--- src/rtl/mc_core.sv ---
// rtl/mc_core.sv - parametrised multicycle MIPS-subset core with shared req/ready memory port
// Optional retired-instruction counter port enabled by defining MC_CORE_INSTRET_EN.
module mc_core #(
    parameter int              XLEN     = 32,
    parameter int              NREG     = 32,
    parameter logic [XLEN-1:0] RESET_PC = '0
) (
    input  logic            clk,
    input  logic            rst,
    output logic            mem_req,
    output logic            mem_we,
    output logic [XLEN-1:0] mem_addr,
    output logic [XLEN-1:0] mem_wdata,
    input  logic [XLEN-1:0] mem_rdata,
    input  logic            mem_ready,
    output logic            halted,
    output logic [XLEN-1:0] pc_out
`ifdef MC_CORE_INSTRET_EN
    ,
    output logic [31:0]     instret
`endif
);
    localparam int RIDX = $clog2(NREG);

    localparam logic [5:0] OP_RTYPE = 6'h00, OP_J = 6'h02, OP_JAL = 6'h03, OP_BEQ = 6'h04,
                           OP_BNE = 6'h05, OP_ADDI = 6'h08, OP_LW = 6'h23, OP_SW = 6'h2B;
    localparam logic [5:0] FN_JR = 6'h08, FN_ADD = 6'h20, FN_SUB = 6'h22, FN_AND = 6'h24,
                           FN_OR = 6'h25, FN_SLT = 6'h2A;

    typedef enum logic [3:0] {
        FETCH, DECODE, EX_R, EX_I, MEM_ADDR, MEM_RD, MEM_WR, WB_MEM, WB_ALU, BRANCH, JUMP, HALT
    } stateT;

    stateT           state, nextState;
    logic [XLEN-1:0] pc, aluOut, regA, regB, mdr;
    logic [31:0]     ir;
    logic [XLEN-1:0] regFile [NREG];
    // Holds off the first request until one edge after reset release.
    logic            fetchArmed;

    logic [5:0]      opcode, funct;
    logic [4:0]      rs, rt, rd;
    logic [XLEN-1:0] immExt, rRes, diff;
    logic            rFunctOk, retire, wrEn;
    logic [4:0]      wrIdx;
    logic [XLEN-1:0] wrData;

    assign opcode = ir[31:26];
    assign rs     = ir[25:21];
    assign rt     = ir[20:16];
    assign rd     = ir[15:11];
    assign funct  = ir[5:0];
    assign immExt = {{(XLEN-16){ir[15]}}, ir[15:0]};
    assign diff   = regA - regB;

    function automatic logic [XLEN-1:0] rdReg(input logic [4:0] idx);
        if (idx == 5'd0 || int'(idx) >= NREG)
            return '0;
        return regFile[idx[RIDX-1:0]];
    endfunction

    always_comb begin
        rRes     = '0;
        rFunctOk = 1'b1;
        case (funct)
            FN_ADD:  rRes = regA + regB;
            FN_SUB:  rRes = diff;
            FN_AND:  rRes = regA & regB;
            FN_OR:   rRes = regA | regB;
            FN_SLT:  rRes = {{(XLEN-1){1'b0}}, $signed(regA) < $signed(regB)};
            default: rFunctOk = 1'b0;
        endcase
    end

    always_comb begin
        nextState = state;
        wrEn      = 1'b0;
        wrIdx     = rt;
        wrData    = aluOut;
        retire    = 1'b0;
        case (state)
            FETCH:    if (mem_req && mem_ready) nextState = DECODE;
            DECODE: begin
                case (opcode)
                    OP_RTYPE:     nextState = (funct == FN_JR) ? JUMP : (rFunctOk ? EX_R : HALT);
                    OP_ADDI:      nextState = EX_I;
                    OP_LW, OP_SW: nextState = MEM_ADDR;
                    OP_BEQ, OP_BNE: nextState = BRANCH;
                    OP_J, OP_JAL: nextState = JUMP;
                    default:      nextState = HALT;
                endcase
            end
            EX_R, EX_I: nextState = WB_ALU;
            MEM_ADDR:   nextState = (opcode == OP_LW) ? MEM_RD : MEM_WR;
            MEM_RD:     if (mem_ready) nextState = WB_MEM;
            MEM_WR: begin
                if (mem_ready) begin
                    nextState = FETCH;
                    retire    = 1'b1;
                end
            end
            WB_MEM: begin
                wrEn      = 1'b1;
                wrData    = mdr;
                retire    = 1'b1;
                nextState = FETCH;
            end
            WB_ALU: begin
                wrEn      = 1'b1;
                wrIdx     = (opcode == OP_RTYPE) ? rd : rt;
                retire    = 1'b1;
                nextState = FETCH;
            end
            BRANCH: begin
                retire    = 1'b1;
                nextState = FETCH;
            end
            JUMP: begin
                wrEn      = (opcode == OP_JAL);
                wrIdx     = 5'd31;
                wrData    = pc;
                retire    = 1'b1;
                nextState = FETCH;
            end
            default: nextState = state;
        endcase
    end

    always_ff @(posedge clk or negedge rst) begin
        if (!rst) begin
            state      <= FETCH;
            pc         <= RESET_PC;
            ir         <= '0;
            regA       <= '0;
            regB       <= '0;
            aluOut     <= '0;
            mdr        <= '0;
            fetchArmed <= 1'b0;
            for (int i = 0; i < NREG; i++) regFile[i] <= '0;
        end else begin
            state      <= nextState;
            fetchArmed <= 1'b1;
            case (state)
                FETCH: begin
                    if (mem_req && mem_ready) begin
                        ir <= mem_rdata[31:0];
                        pc <= pc + XLEN'(4);
                    end
                end
                DECODE: begin
                    regA   <= rdReg(rs);
                    regB   <= rdReg(rt);
                    aluOut <= pc + (immExt << 2);
                end
                EX_R:           aluOut <= rRes;
                EX_I, MEM_ADDR: aluOut <= regA + immExt;
                MEM_RD:         if (mem_ready) mdr <= mem_rdata;
                BRANCH:         if ((opcode == OP_BEQ) == (diff == '0)) pc <= aluOut;
                JUMP: begin
                    if (opcode == OP_RTYPE) pc <= regA;
                    else                    pc <= {pc[XLEN-1:28], ir[25:0], 2'b00};
                end
                default: ;
            endcase
            if (wrEn && wrIdx != 5'd0 && int'(wrIdx) < NREG)
                regFile[wrIdx[RIDX-1:0]] <= wrData;
        end
    end

`ifdef MC_CORE_INSTRET_EN
    always_ff @(posedge clk or negedge rst) begin
        if (!rst)        instret <= '0;
        else if (retire) instret <= instret + 32'd1;
    end
`else
    logic unusedRetire;
    assign unusedRetire = retire;
`endif

    assign mem_req   = (state == FETCH && fetchArmed) || state == MEM_RD || state == MEM_WR;
    assign mem_we    = (state == MEM_WR);
    assign mem_addr  = (state == FETCH) ? pc : aluOut;
    assign mem_wdata = regB;
    assign halted    = (state == HALT);
    assign pc_out    = pc;
endmodule

--- config.mk ---
export PLATFORM = sky130hd
export DESIGN_NAME = mc_core
export DESIGN_NICKNAME = d
export VERILOG_FILES = /design/src/rtl/mc_core.sv
export SDC_FILE = /design/constraint.sdc
export NUM_CORES = 2
export LEC_CHECK = 0
export CAP_MARGIN = 40
export CORE_ASPECT_RATIO = 0.6
export CORE_MARGIN = 1.5
export CORE_UTILIZATION = 45
export CTS_CLUSTER_DIAMETER = 120
export DETAILED_ROUTE_END_ITERATION = 8
export RECOVER_POWER = 50
export SYNTH_ARGS = -nofsm -noshare
export SYNTH_HDL_FRONTEND = slang
export SYNTH_SLANG_ARGS = --single-unit
--- constraint.sdc ---
create_clock -name clk -period 4.5 [get_ports clk]
set_input_delay 0.45 -clock clk [delete_from_list [all_inputs] [get_ports clk]]
set_output_delay 0.45 -clock clk [all_outputs]
set_load 0.005 [all_outputs]
# ---- Word-level counts from Yosys, hierarchy flattened
# Index checks and enable logic that the tools add are counted.
dict set report totals {
  output_inout_bits 99
  input_bits 35
  reg_bits 1221
}
dict set report op_classes {
  eq_ne 30
  n_addsub 5
  n_lt_le_gt_ge 5
  n_mux 37
  n_bitwise 5
  reduce_logical 28
}
# cell count
set op_table {}
lappend op_table {{bitwise mux 1024 bit} 1}
lappend op_table {{2-to-1 mux 32 bit} 13}
lappend op_table {{binary-select mux 32 bit (select 5 bit)} 2}
lappend op_table {{one-hot mux 32 bit (3 select lines)} 2}
lappend op_table {{demux 32 bit (select 5 bit)} 1}
lappend op_table {{one-hot mux 32 bit (5 select lines)} 1}
lappend op_table {{adder 32 bit} 3}
lappend op_table {{one-hot mux 32 bit (2 select lines)} 1}
lappend op_table {{== test 6 bit (second input constant)} 7}
lappend op_table {{adder 32 x 3 -> 32 bit (second input constant)} 1}
lappend op_table {{AND 32 bit} 1}
lappend op_table {{logical NOT 32 bit} 1}
lappend op_table {{< comparator 32 bit} 1}
lappend op_table {{OR 32 bit} 1}
lappend op_table {{subtractor 32 bit} 1}
lappend op_table {{one-hot mux 4 bit (7 select lines)} 1}
lappend op_table {{2-to-1 mux 4 bit} 5}
lappend op_table {{one-hot mux 4 bit (5 select lines)} 1}
lappend op_table {{greater-or-equal comparator 6 bit (second input constant)} 3}
lappend op_table {{NOT 5 -> 6 bit} 3}
lappend op_table {{== test 4 x 3 -> 1 bit (second input constant)} 4}
lappend op_table {{== test 4 bit (second input constant)} 4}
lappend op_table {{== test 6 x 2 -> 1 bit (second input constant)} 2}
lappend op_table {{== test 6 x 3 -> 1 bit (second input constant)} 2}
lappend op_table {{other kinds (26)} 48}

# ---- Longest topological paths before layout
dict set report depth {
  word_depth 9
  depth_mapped 18
}

# ---- Worst setup path before layout
# No wires, ideal clock.
dict set report synth_path {
  path_type {flip-flop to flip-flop}
  from {register regB[19], in the netlist mem_wdata[19]}
  to {register pc[0], in the netlist pc_out[0]}
  n_path_buf 1
  synth_period_minus_slack_ps 3788
  required_ps 4368
  stages_incl_launch_ff 16
  arrival_time_ps 3656
  setup_ps 132
  slack_ps 712
  path_cell_list {dfrtp_1 inv_1 ha_1 buf_6 or4_4 and4_4 nor4_2 nand4_1 nor4_1 nand4b_1 or4_4 nor4_4 a21oi_1 or4_4 mux2i_1 o21ai_1}
}
dict set report synth_via {
  elab_chain_cells 5
}
# item line
set synth_lines {}
lappend synth_lines {{start, declared} 35} ;# logic [XLEN-1:0] pc, aluOut, regA, regB, mdr;
lappend synth_lines {{start signal, assigned} 152} ;# regB <= rdReg(rt);
lappend synth_lines {{subtractor 32 bit} 54} ;# assign diff = regA - regB;
lappend synth_lines {{logical NOT 32 bit} 158} ;# BRANCH: if ((opcode == OP_BEQ) == (diff == '0)) pc <= aluOut;
lappend synth_lines {{== test 1 bit} 158}
lappend synth_lines {{!= test 2 bit (no source line)} n/a}
lappend synth_lines {{AND reduction 3 bit (no source line)} n/a}
lappend synth_lines {{end signal, assigned} 158}
lappend synth_lines {{end signal, assigned} 160} ;# if (opcode == OP_RTYPE) pc <= regA;
lappend synth_lines {{end signal, assigned} 161} ;# else pc <= {pc[XLEN-1:28], ir[25:0], 2'b00};
lappend synth_lines {{end, declared} 35}
# No other way between the ends.
# A chain may end at the register's enable or synchronous reset.

# ---- Final worst setup path
dict set report layout_path {
  from {register regA[0]}
  to {register pc[28], in the netlist pc_out[28]}
}
dict set report layout_via {
  elab_chain_cells 5
}
# item line
set layout_lines {}
lappend layout_lines {{start, declared} 35}
lappend layout_lines {{start signal, assigned} 151} ;# regA <= rdReg(rs);
lappend layout_lines {{subtractor 32 bit} 54}
lappend layout_lines {{logical NOT 32 bit} 158}
lappend layout_lines {{== test 1 bit} 158}
lappend layout_lines {{!= test 2 bit (no source line)} n/a}
lappend layout_lines {{AND reduction 4 bit (no source line)} n/a}
# No other way between the ends.

==> impl_metrics.py <==
metrics = {
    "synthesis": {
        "synth-seq-cells": 1221,
        "synthFlopType": "dfrtp_1",
        "yosysWarningCount": 0,
        "ys_types": 84,
        "syn_area_per_cell_um2": 9.52,
        "syn_inst": 7401,
        "async_flop_share": 1.00,
        "syn_nets": 7597,
        "synth_area_um2": 70500,
        "yosysSeqAreaShare": 0.434,
        "synth_edf_count": 0,
    },
    "detailed_routing": {
        "final_antenna_net_count": 0,
        "vias_per_cell": 6.60,
        "drc": 0,
        "post_drt_wl_per_cell_um": 30.8,
        "routed_wl_um": 294000,
        "drt-pass1-iter-count": 6,
        "drt_iter0_markers": 9019,
        "vias": 63000,
    },
    "critical_path": {
        "critical_path_required_ns": 5.17,
        "path_class": "reg -> reg",
        "end_kind": "register",
        "critPathMaxStageDelay_ns": 0.42,
        "cpLargestDelayFamily": "compound AO/OA/AOI/OAI gates",
        "cp-start-kind": "register",
        "crit_arrival_ns": 5.33,
        "crit_buf_inv": 8,
        "crit_fanout": 13,
        "crit_chain": "inv_2, ha_4, inv_2, fa_2, nand2b_1, a211o_1, a211oi_2, buf_4, a211oi_2, buf_4, o21ai_4, buf_6, a211oi_4, xnor2_2, nand4_1, nor4_4, buf_4, and3_4, o21ai_4, buf_12, and2_4, buf_12, a22o_1",
        "path_common_cell": "buf_4",
        "crit_slowest_cell": "fa_2",
    },
    "power_and_ir_drop": {
        "leakagePower_nw": 34.8,
        "totalPowerFinal_mw": 65.5,
        "switching_share": 0.472,
        "p_int_mw": 34.6,
        "pwr-share-comb": 0.556,
        "seq_power_share": 0.273,
        "pwr-share-clk": 0.171,
        "p_per_area_nw_per_um2": 809,
        "ir_worst_vdd_uv": 447,
        "switchingPower_mw": 30.9,
    },
    "status": {
        "outcome": "finished with violations",
        "violations": "capacitance limit, slew limit, setup timing",
    },
    "grt": {
        "grt_use_met1": 0.541,
        "overflow": 0,
        "grt.total_usage": 0.364,
        "top_usage_layer": "met1",
        "grt_pass1_vias": 59000,
        "grt_start_max_net_pins": 125,
        "antenna_found_initial": 6,
        "grt_use_met2": 0.490,
        "grtUsageMet3": 0.126,
        "grt_pass1_wl_um": 423000,
    },
    "sta": {
        "post-route-period-util": 1.04,
        "setup_slack_ns": -0.166,
        "maxSlewViolCount": 960,
        "rsz0062_at_grt": "yes",
        "finalSetupViolations": 32,
        "finClkSkew_ns": 0.0333,
        "tightest_slew_ns": 3.12,
        "slew_headroom": -1.08,
        "final_hold_viol_count": 0,
        "max_freq_ghz": 0.214,
        "fin_crit_ns": 4.67,
        "tns_ns": -3.57,
        "fin_hold_ws_ns": 0.259,
    },
    "cells_and_area": {
        "final_nets": 7586,
        "finalNonFillerCells": 9545,
        "final_layout_size_suffix_gt1_frac": 0.169,
        "syn2layout_area_growth_pct": 14.8,
        "utilization": 0.521,
    },
    "clock_network": {
        "clk_latency_ns": 0.78,
        "cts_tree": "done",
        "cts-root-buf": "clkbuf_16",
        "cts.clk_slew.worst_paths_ns": 0.07,
        "cts_inserted_buffers": 117,
        "cts_sinks": 1221,
        "cts_buffer_depth": 3,
        "cts_htree_levels": 3,
    },
    "floorplan": {
        "start_util": 0.454,
        "coreArea_um2": 155000,
        "die_x_um": 514,
        "ioPinCount": 134,
        "die_h_um": 310,
        "die-area_um2": 159000,
        "rows": 112,
    },
    "placed_design": {
        "gp_congestion": 1.05,
        "dpl.hpwl_um": 192000,
        "place_inst": 9305,
        "io_buffer_count": 133,
    },
    "job": {
        "maxCapViolations": 12,
    },
    "min_path": {
        "min_path_type": "in -> async",
    },
}
-- worst paths after layout --
kind / from / end / slack, ns / cells after the start
setup / recovery: regA[0] / pc_out[28] / -0.17 / 23
hold / removal: rst / mdr[30] / 0.26 / 2
setup reg to reg: regA[0] / pc_out[28] / -0.17 / 23
hold reg to reg: regFile[1006] / regFile[1006] / 0.40 / 0
max in group asynchronous: rst / regFile[733] / 0.77 / 3
min in group clk: mem_rdata[28] / mdr[28] / 0.32 / 2
-- repair_timing --
item	CTS	global route
endpoints found under the hold margin	83	0
pin swaps	9	20
cloned	2	2
buffers inserted	5	8
resized for setup	33	35
hold buffers	1	0
setup endpoints to repair	32	34
-- kinds of logic (layout without fill, tap and decap cells) --
group | count (synthesis) | in the layout | synth area share
buffers and inverters | 805 | 893 | 0.0435
AO/OA/AOI/OAI | 2446 | 2446 | 0.199
multiplexers | 882 | 882 | 0.176
adder cells (fa/ha/maj) | 161 | 161 | 0.0290
other | 1 | 4 | 0.0000532
flip-flops | 1221 | 1221 | 0.434
AND/OR/NAND/NOR | 1785 | 1786 | 0.107
XOR/XNOR | 100 | 100 | 0.0124
-- placed cells by master, fill, tap and decap left out, types with 123 or more instances in the layout --
master and instances:
a21oi_1 1440, dfrtp_1 1206, nor2_1 1174, mux2i_1 395, buf_4 307, mux4_2 262, o21ai_0 254, mux2_2 224
nand2_1 211, o22ai_1 211, ha_1 152, o221ai_1 134, clkdlybuf4s50_1 132, nor3_1 128, inv_1 123
-- sequential cells by signal, indices dropped and copies added, names as in the netlist --
name / count
regFile: 1024
aluOut: 32
ir: 32
mdr: 32
mem_wdata: 32
pc_out: 32
regA: 32
state: 4
fetchArmed: 1
-- synth_stat cells (44+ instances only) --
| library cell | count | area, µm² |
|---|---|---|
| clkbuf_1 | 575 | 2160 |
| mux2_2 | 224 | 2520 |
| mux4_2 | 262 | 5900 |
| nand2_1 | 212 | 796 |
| ha_1 | 157 | 1960 |
| nand3_1 | 52 | 260 |
| o22ai_1 | 211 | 1320 |
| o21ai_0 | 257 | 1290 |
| inv_1 | 126 | 473 |
| o221ai_1 | 135 | 1180 |
| xnor2_1 | 70 | 613 |
| a22o_1 | 44 | 385 |
| nor3_1 | 129 | 646 |
| mux2i_1 | 395 | 3950 |
| buf_1 | 83 | 312 |
| nor2_1 | 1209 | 4540 |
| a21oi_1 | 1481 | 7410 |
| dfrtp_1 | 1221 | 30600 |
-- per-stage QoR --
| stage | setup slack [ns] | cell area (µm²) |
|---|---|---|
| 5_1_grt | -0.222 | 80900 |
| 3_5_place_dp | -0.255 | 76300 |
| 4_1_cts | -0.0359 | 80800 |
| 3_3_place_gp | -0.222 | 76200 |
| 2_1_floorplan | 0.712 | 70500 |
| 6_report | -0.166 | 80900 |
-- power groups by stage --
stage                     sequential [mW]  clock (mW)  combinational (mW)
after detailed placement             17.8           0                34.3
after global routing                 18.2        11.7                38.2
after CTS                            17.7        11.2                34.8
after global placement               17.7           0                33.9
after floorplan                      16.2           0                21.6
final                                17.9        11.2                36.4
-- routing by layer --
metal,part of all wire,up-vias,routed length (µm)
met5,0.00015,-,45
li1,-,26900,-
met1,0.43,31600,128000
met4,0.033,8,9830
met3,0.14,572,40000
met2,0.40,3955,116000
-- layout make-up --
class,instances,area [µm²]
Tap cell,2052,2570
Antenna cell,3,7.51
Inverter,128,480
Timing Repair Buffer,546,5370
Multi-Input combinational cell,5376,37600
Clock buffer,154,3320
Clock inverter,65,945
Sequential cell,1221,30600
Fill cell,14000,74500
Power figures use the tool's default switching activity.
